## src/rtl/sar_search.sv

```systemverilog
// Successive-approximation search driving an external comparator, one probe per clock.
// Optional SAR_SEARCH_ITER_EN adds an iter_count output with the probe count of the last search.
module sar_search #(
    parameter int W = 3
) (
    input  logic         clk,
    input  logic         reset,
    input  logic         start,
    output logic [W-1:0] trial,
    input  logic         cmp_less,
    input  logic         cmp_equal,
    input  logic         cmp_greater,
    output logic         busy,
    output logic         done,
    output logic         found,
    output logic         err,
    output logic [W-1:0] result
`ifdef SAR_SEARCH_ITER_EN
    ,
    output logic [W:0]   iter_count
`endif
);

    typedef enum logic [1:0] {IDLE, PROBE, DONE} state_t;

    localparam logic [W:0]   HI_INIT    = {1'b0, {W{1'b1}}};
    localparam logic [W-1:0] TRIAL_INIT = W'(HI_INIT >> 1);

    state_t     state;
    logic [W:0] lo;
    logic [W:0] hi;

    // Average of two W+1-bit bounds; the sum is widened so it never wraps.
    function automatic logic [W-1:0] midpoint(input logic [W:0] a, input logic [W:0] b);
        return W'(({1'b0, a} + {1'b0, b}) >> 1);
    endfunction

    function automatic logic is_one_hot(input logic l, input logic e, input logic g);
        return ({l, e, g} == 3'b001) || ({l, e, g} == 3'b010) || ({l, e, g} == 3'b100);
    endfunction

    logic [W:0] trial_ext;
    logic [W:0] lo_up;
    logic [W:0] hi_dn;

    assign trial_ext = {1'b0, trial};
    assign lo_up     = trial_ext + 1'b1;
    assign hi_dn     = trial_ext - 1'b1;

    always_ff @(posedge clk) begin
        if (reset) begin
            state  <= IDLE;
            trial  <= '0;
            result <= '0;
            lo     <= '0;
            hi     <= HI_INIT;
            busy   <= 1'b0;
            done   <= 1'b0;
            found  <= 1'b0;
            err    <= 1'b0;
`ifdef SAR_SEARCH_ITER_EN
            iter_count <= '0;
`endif
        end else begin
            case (state)
                IDLE: begin
                    if (start) begin
                        state <= PROBE;
                        lo    <= '0;
                        hi    <= HI_INIT;
                        trial <= TRIAL_INIT;
                        found <= 1'b0;
                        err   <= 1'b0;
                        busy  <= 1'b1;
`ifdef SAR_SEARCH_ITER_EN
                        iter_count <= '0;
`endif
                    end
                end

                PROBE: begin
`ifdef SAR_SEARCH_ITER_EN
                    iter_count <= iter_count + 1'b1;
`endif
                    // Any exit from PROBE captures the current trial and raises done.
                    if (!is_one_hot(cmp_less, cmp_equal, cmp_greater)) begin
                        result <= trial;
                        err    <= 1'b1;
                        state  <= DONE;
                        busy   <= 1'b0;
                        done   <= 1'b1;
                    end else if (cmp_equal) begin
                        result <= trial;
                        found  <= 1'b1;
                        state  <= DONE;
                        busy   <= 1'b0;
                        done   <= 1'b1;
                    end else if (cmp_greater && (trial_ext < hi)) begin
                        lo    <= lo_up;
                        trial <= midpoint(lo_up, hi);
                    end else if (cmp_less && (trial_ext > lo)) begin
                        hi    <= hi_dn;
                        trial <= midpoint(lo, hi_dn);
                    end else begin
                        // Interval exhausted: x is not in range.
                        result <= trial;
                        state  <= DONE;
                        busy   <= 1'b0;
                        done   <= 1'b1;
                    end
                end

                DONE: begin
                    state <= IDLE;
                    done  <= 1'b0;
                end

                default: begin
                    state <= IDLE;
                    busy  <= 1'b0;
                    done  <= 1'b0;
                end
            endcase
        end
    end

endmodule

```

## config.mk

```make
export PLATFORM = sky130hd
export DESIGN_NAME = sar_search
export DESIGN_NICKNAME = d
export VERILOG_FILES = /design/src/rtl/sar_search.sv
export SDC_FILE = /design/constraint.sdc
export NUM_CORES = 1
export LEC_CHECK = 0
export BUFFER_PORTS_ARGS = -buffer_cell sky130_fd_sc_hd__buf_2
export CELL_PAD_IN_SITES_DETAIL_PLACEMENT = 1
export CELL_PAD_IN_SITES_GLOBAL_PLACEMENT = 2
export CORE_MARGIN = 2
export CORE_UTILIZATION = 36
export CTS_BUF_LIST = sky130_fd_sc_hd__clkbuf_2
export CTS_CLUSTER_DIAMETER = 100
export DETAILED_ROUTE_END_ITERATION = 16
export GPL_TIMING_DRIVEN = 0
export PLACE_DENSITY_LB_ADDON = 0.1
export SKIP_CTS_REPAIR_TIMING = 1
export SYNTH_ARGS = -nofsm -noshare
export SYNTH_HDL_FRONTEND = slang
export SYNTH_SLANG_ARGS = --single-unit
```

## constraint.sdc

```tcl
create_clock -name clk -period 2.95 [get_ports clk]
set_input_delay 0.59 -clock clk [delete_from_list [all_inputs] [get_ports clk]]
set_output_delay 0.59 -clock clk [all_outputs]
set_load 0.02 [all_outputs]
```

# Word-level counts from Yosys, hierarchy flattened
# Cells that the tools add are included.
# classes
addsub	4
magnitude_cmp	2
eq_ne	18
n_mux	44
bitwise	2
n_reduce_logical	15
# op_table
op	n
2-to-1 mux 4 bit	9
2-to-1 mux 3 bit	9
!= test 2 bit, second input constant	8
case mux 4 bit (2 select lines)	2
2-to-1 mux 1 bit	13
AND reduction 3 bit	4
2-to-1 mux 2 bit	5
AND reduction 5 bit	2
!= test 3 bit, second input constant	3
adder 4 bit	2
!= test 4 bit, second input constant	2
AND reduction 4 bit	2
case mux 1 bit (2 select lines)	3
case mux 3 bit (2 select lines)	1
AND reduction 6 bit	1
adder 3 x 1 -> 4 bit, second input constant	1
> comparator 3 x 4 -> 1 bit	1
< comparator 3 x 4 -> 1 bit	1
case mux 2 bit (2 select lines)	1
subtractor 3 x 1 -> 4 bit, second input constant	1
equality test 3 x 1 -> 1 bit, second input constant	1
equality test 3 x 2 -> 1 bit, second input constant	1
equality test 3 bit, second input constant	1
case mux 1 bit (3 select lines)	1
other kinds (7)	10
# word_totals
reg_bits	20
out_inout_bits	10
word_cells	94

# Depth between registers and ports, before layout
# Gate-level depths: netlist of the first run.
# depth
ltp_word	7
ltp_mapped	10
mapped_depth_nobuf	10

# Worst setup path before layout of the first run
# OpenSTA, ideal clock, no wires.
# synth_path
kind	register to register
startpoint	register trial[0]
endpoint	register trial[2]
arrival_time_ps	2164
t_required_ps	2818
setup_slack_ps	654
stages_incl_launch_ff	11
n_path_buf	0
period_less_slack_ps	2296
cell_sequence	dfxtp_1 > inv_1 > ha_1 > inv_1 > ha_1 > a21o_1 > a21oi_1 > xnor2_1 > nor3_1 > a311oi_1 > nor3_1
# synth_via
elab_chain_len	7
elab_cells_between_ends	15
# synth_lines
item	line	text
start, declared	9	output logic [W-1:0] trial,
start signal, assigned	100	trial <= midpoint(lo_up, hi);
start signal, assigned	103	trial <= midpoint(lo, hi_dn);
subtractor 3 x 1 -> 4 bit	48	assign hi_dn = trial_ext - 1'b1;
adder 4 bit	35	return W'(({1'b0, a} + {1'b0, b}) >> 1);
2-to-1 mux 3 bit	101	end else if (cmp_less && (trial_ext > lo)) begin
2-to-1 mux 3 bit	98	end else if (cmp_greater && (trial_ext < hi)) begin
2-to-1 mux 3 bit	92	end else if (cmp_equal) begin
2-to-1 mux 3 bit	86	if (!is_one_hot(cmp_less, cmp_equal, cmp_greater)) begin
case mux 3 bit (2 select lines)	65	case (state)
# Parallel ways exist; a longest one is shown, timed or not. The select of a mux whose other input is x is not followed.
# A chain may end at the register's enable or synchronous reset.

# Final worst setup path of the first run
# Same ends and word-level chain as after synthesis.

==> metrics.md, run 1 <==
| Metric | Value |
|---|---|
| Status | `finished clean` |
| DRT antenna net count | `0` |
| Core area | `around 3400 sq um` |
| Fill cells | `409` |
| Final setup vio count | `0` |
| Clk_lat worst skew | `0.30 ns` |
| Setup WS pre-CTS | `0.343 ns` |
| DR vias | `roughly 1,100` |
| Max Buffers Root-to-Sink | `2` |
| Fmax | `roughly 0.38 GHz` |
| Cts bufs inserted | `3` |
| Setup Crit Path Kind | `reg -> reg` |
| Final period util | `0.897` |
| Area share of the largest cell type after synthesis | `0.310` |
| CP Data Required Time | `3.16 ns` |
| Post-Place Cells | `210` |
| Initial antenna violation count | `0` |
| Cell count after synthesis | `149` |
| Sequential fraction of the synthesis area | `0.310` |
| Worst Skew | `approximately 0.0047 ns` |
| CTS tree | `built` |
| Max-slew violations | `0` |
| NumNets Final | `189` |
| HPWL after DPL | `2660 microns` |
| Synth warnings | `0` |
| Slew @ Worst Pin | `0.530 ns` |
| VDD IR max | `around 0.00016 V` |
| Startpoint Class | `register` |
| Synthesized cell area | `about 1300 sq um` |
| GRT overflow | `0` |
| DRC | `0` |
| Vias/cell | `5.30` |
| IO Count | `16` |
| Post-synth top cells | `dfxtp_1, nor2_1, ha_1, inv_1, a21oi_1` |
| Seq cells post-synth | `20` |
| # diodes | `0` |
| Mean routed wirelength per cell | `15.6 microns` |
| I/O Buffers | `15` |
| Max cap viols | `0` |
| Die area | `4080 sq um` |
| Vias in the first global route | `1,191` |
| Synth area leaders | `dfxtp_1, ha_1, mux2i_1` |
| Final WL | `3340 microns` |
| Simple-gate share of the synthesized area | `0.179` |
| Clock-pin slew on the worst setup and hold paths | `around 0.2 ns` |
| DRT iter0 DRCs | `58` |
| Sequential cell area | `around 400 sq um` |
| First-pass GRT wire length | `5820 microns` |
| RSZ-0062 raised after global routing | `no` |
| Area delta synth->final | `11.7%` |
| Multi-input logic area | `831 sq um` |
| Worst path max stage delay | `0.53 ns` |
| Ys async rst share | `0` |
| Post-synthesis mux area share | `0.0465` |
| CP Max Fanout | `8` |
| CP top delay family | `adder cells` |
| CP Buf/Inv Count | `2` |
| Count leader, synth | `dfxtp_1` |
| Setup_tns | `0 ns` |
| Setup ws final | `0.302 ns` |
| GRT Total Usage | `0.180` |
| Root buf cell | `clkbuf_2` |
| Post-layout min period | `2.65 ns` |
| Reg-to-reg slack, setup | `0.30 ns` |
| Largest net degree at the start of global routing | `12` |
| Most used DFF post-synth | `dfxtp_1` |
| Largest family of logic cells by synthesized area | `compound AO/OA/AOI/OAI gates` |
| CTS sink cnt | `20` |
| Signal arrival time at the worst endpoint | `2.85 ns` |
| Fin cells | `214` |
| Hold Crit Class | `reg -> reg` |
| Die Span Y | `63.9 microns` |
| Area leader, netlist | `dfxtp_1` |
| Leakage power | `0.636 nW` |
| Post-Synth XOR/XNOR Area | `0.0543` |
| DRT Pass-1 Iters | `4` |
| Initial Utilization | `0.381` |
| CP max stage cell | `dfxtp_1` |
| CP cell instances | `inv_1 > ha_1 > inv_1 > ha_1 > a21o_1 > a21oi_1 > xnor2_1 > nor3_1 > a311oi_1 > nor3_1` |
| Util after Layout | `0.426` |
| Hold_ws | `approximately 0.49 ns` |
| Fin. Hold Viols | `0` |
| CP Capture Type | `register` |
| Max_slew headroom | `0.647` |
| Synth cell types | `34` |
| Die X-Extent | `63.9 microns` |
| Fraction of layout cells with a size suffix above 1 | `0.143` |
| Count of standard-cell rows | `21` |
| Compound-gate portion of the synthesized area | `0.216` |
| Final GP Congestion | `0.799` |
| Post-Synth Adder-Cell Area | `0.147` |
| Htree depth | `1` |
| EDFF count, synth | `0` |
| Mean area per synthesized cell | `8.67 sq um` |
| Syn_nets | `between 150 and 200` |
| Power Density | `between 400 and 500 nW/um^2` |
[worst register-to-register path, delay by kind of cell, from the launching register on]
family | cells | cell delay (ns)
adder cells (fa/ha/maj) | 2 | 0.72
AO/OA/AOI/OAI | 3 | 0.67
flip-flops | 1 | 0.53
buffers and inverters | 2 | 0.33
XOR/XNOR | 1 | 0.16
AND/OR/NAND/NOR | 2 | 0.15
[kinds of logic after synthesis]
group           count (synthesis)
fa+ha+maj                      14
xor+xnor                        8
simple gates                   45
mux                             6
compound gates                 40
flops                          20
buf+inv                        16
[final cells by class]
class                           count  share of cell area
Multi-Input combinational cell    113               0.576
Sequential cell                    20               0.278
Timing Repair Buffer               15              0.0520
Tap cell                           46              0.0399
Inverter                           12              0.0312
Clock buffer                        3              0.0104
Buffer                              4              0.0104
Clock inverter                      1             0.00260
[cells in the final DEF, fill, tap and decap left out, types with 5 or more instances in the layout]
cell type  Yosys  final
nor2_1        13     13
dfxtp_1       20     20
inv_1         12     12
o21ai_0        9      9
ha_1          12     12
a21oi_1       10     10
mux2i_1        6      6
nor3_1         8      8
nand3_1        5      5
a22oi_1        5      5
buf_2          0     15
[worst paths after layout]
check	start	endpoint	cells after the start
worst min-delay path	err	err	2
worst max register to register	trial[0]	trial[2]	10
worst min register to register	err	err	2
worst max-delay path	trial[0]	trial[2]	10
[registers in the layout, summed over array words and instances, names as in the netlist]
signal,cells
done,1
found,1
err,1
result,3
busy,1
trial,3
lo,4
state,2
hi,4
[metal layers]
metal,vias to the layer above,track usage,share of wire
met5,-,0,0
met4,0,0.0272,0.0057
met3,2,0.0246,0.031
met2,26,0.303,0.47
met1,545,0.248,0.50
li1,561,-,-
[per-stage QoR]
stage | cell area, sq um | power (mW)
after global routing | 1440 | 0.729
after global placement | 1420 | 0.555
final | 1440 | 0.672
after detailed placement | 1420 | 0.564
after floorplan | 1290 | 0.491
after CTS | 1440 | 0.681
[power by group]
| group | internal (mW) | switching (mW) | total [mW] | leakage, nW |
|---|---|---|---|---|
| registers | 0.286 | 0.0227 | 0.308 | 0.163 |
| clock network | 0.0295 | 0.0856 | 0.115 | 0.0140 |
| logic | 0.0993 | 0.149 | 0.248 | 0.459 |
Note: power is estimated with default switching activity, not from simulation.
==> run 2, diff against run 1 <==
--- a/config.mk
+++ b/config.mk
@@ -9,7 +9,7 @@
 export CELL_PAD_IN_SITES_DETAIL_PLACEMENT = 1
 export CELL_PAD_IN_SITES_GLOBAL_PLACEMENT = 2
 export CORE_MARGIN = 2
-export CORE_UTILIZATION = 36
+export CORE_UTILIZATION = 30
 export CTS_BUF_LIST = sky130_fd_sc_hd__clkbuf_2
 export CTS_CLUSTER_DIAMETER = 100
 export DETAILED_ROUTE_END_ITERATION = 16
==> metrics.md, run 2 (same netlist as run 1, synthesis figures left out) <==
| Metric | Value |
|---|---|
| Status | `finished clean` |
| VDD IR max | `0.000246 V` |
| Hold Crit Class | `reg -> reg` |
| Root buf cell | `clkbuf_2` |
| Fin cells | `roughly 220` |
| Met2 WL | `1650 microns` |
| GRT overflow | `0` |
| Die Span Y | `roughly 70 microns` |
| CP cell instances | `inv_1 > ha_1 > inv_1 > ha_1 > a21o_1 > a21oi_1 > xnor2_1 > nor3_1 > a311oi_1 > nor3_1` |
| Cts bufs inserted | `3` |
| Final period util | `0.884` |
| Largest net degree at the start of global routing | `13` |
| Fill cells | `493` |
| Post-Place Cells | `214` |
| Htree depth | `1` |
| Slew @ Worst Pin | `0.518 ns` |
| DRC | `0` |
| Max_slew headroom | `0.655` |
| Max Used Layer | `met4` |
| Most frequent cells in the layout | `dfxtp_1, buf_2, nor2_1, inv_1, ha_1` |
| Final WL | `around 3500 microns` |
| Die area | `around 4800 sq um` |
| Met3 Routed Length | `75 microns` |
| Vias/cell | `5.28` |
| Signal arrival time at the worst endpoint | `between 2 and 3 ns` |
| Die X-Extent | `69.6 microns` |
| CTS tree | `built` |
| GRT Total Usage | `0.161` |
| CP Max Fanout | `8` |
| Hold_ws | `0.488 ns` |
| Setup Crit Path Kind | `reg -> reg` |
| HPWL after DPL | `2780 microns` |
| Fraction of layout cells with a size suffix above 1 | `0.149` |
| Clk_lat worst skew | `0.35 ns` |
| Post-Route M1 WL | `1740 microns` |
| Count of standard-cell rows | `23` |
| I/O Buffers | `15` |
| Fmax | `0.383 GHz` |
| DRT antenna net count | `0` |
| Power Density | `about 530 nW/um^2` |
| Fin. Hold Viols | `0` |
| CP Data Required Time | `3.20 ns` |
| Final GP Congestion | `0.731` |
| NumNets Final | `roughly 190` |
| IO Count | `16` |
| Max cap viols | `0` |
| # diodes | `0` |
| Final setup vio count | `0` |
| Vias in the first global route | `1,247` |
| CTS sink cnt | `20` |
| Setup ws final | `0.342 ns` |
| RSZ-0062 raised after global routing | `no` |
| First-pass GRT wire length | `6250 microns` |
| Area delta synth->final | `14.1%` |
| Leakage power | `0.648 nW` |
| Setup_tns | `0 ns` |
| CP Buf/Inv Count | `2` |
| CP max stage cell | `dfxtp_1` |
| Clock-pin slew on the worst setup and hold paths | `0.22 ns` |
| Core area | `4060 sq um` |
| Setup WS pre-CTS | `0.392 ns` |
| CP top delay family | `adder cells` |
| Worst path max stage delay | `0.55 ns` |
| Initial Utilization | `0.318` |
| DRT iter0 DRCs | `37` |
| Leading registers by flop count | `hi x4, lo x4` |
| Initial antenna violation count | `0` |
| Max-slew violations | `0` |
| DRT Pass-1 Iters | `3` |
| Max Buffers Root-to-Sink | `2` |
| Worst Skew | `roughly 0.013 ns` |
| Mean routed wirelength per cell | `between 15 and 20 microns` |
| Most common cell after layout, fill and taps aside | `dfxtp_1` |
| DR vias | `1,151` |
| Startpoint Class | `register` |
| Post-layout min period | `2.61 ns` |
| CP Capture Type | `register` |
[run 2: final timing paths]
check,to,slack [ns],cells past startpoint,start
max,trial[2],0.34,10,trial[0]
min,err,0.49,2,err
max reg2reg,trial[2],0.34,10,trial[0]
min reg2reg,err,0.49,2,err
[run 2: worst reg2reg max path, delay by kind of cell (launching register included)]
family	cells	cell delay [ns]
buffers and inverters	2	0.33
AO/OA/AOI/OAI	3	0.61
flip-flops	1	0.55
XOR/XNOR	1	0.14
adder cells (fa/ha/maj)	2	0.72
AND/OR/NAND/NOR	2	0.15
[run 2: per-layer routing]
layer	vias up	track usage
li1	564	-
met1	568	0.215
met2	12	0.260
met3	7	0.0247
met4	0	0.0610
met5	-	0
[run 2: power breakdown]
| group | total [mW] | switching (mW) | leakage, nW | internal, mW |
|---|---|---|---|---|
| sequential | 0.309 | 0.0231 | 0.163 | 0.286 |
| clock | 0.214 | 0.0974 | 0.0266 | 0.117 |
| combinational | 0.251 | 0.151 | 0.459 | 0.0996 |
[run 2: layout make-up]
cell class / instances / area, sq um / area share
flip-flops and latches: 20 / 400 / 0.272
well taps: 50 / 62.6 / 0.0424
repair buffers: 15 / 75.1 / 0.0509
inverters: 12 / 45.0 / 0.0306
clock buffers: 3 / 15.0 / 0.0102
multi-input cells: 113 / 831 / 0.564
plain buffers: 4 / 15.0 / 0.0102
clock inverters: 1 / 30.0 / 0.0204
[run 2: metrics by stage]
| stage | area (sq um) | util | power, mW |
|---|---|---|---|
| floorplan | 1290 | - | 0.491 |
| global placement | 1430 | 0.352 | 0.559 |
| detailed placement | 1430 | 0.352 | 0.564 |
| CTS | 1470 | 0.363 | 0.784 |
| global route | 1470 | 0.363 | 0.827 |
| finish | 1470 | 0.363 | 0.774 |
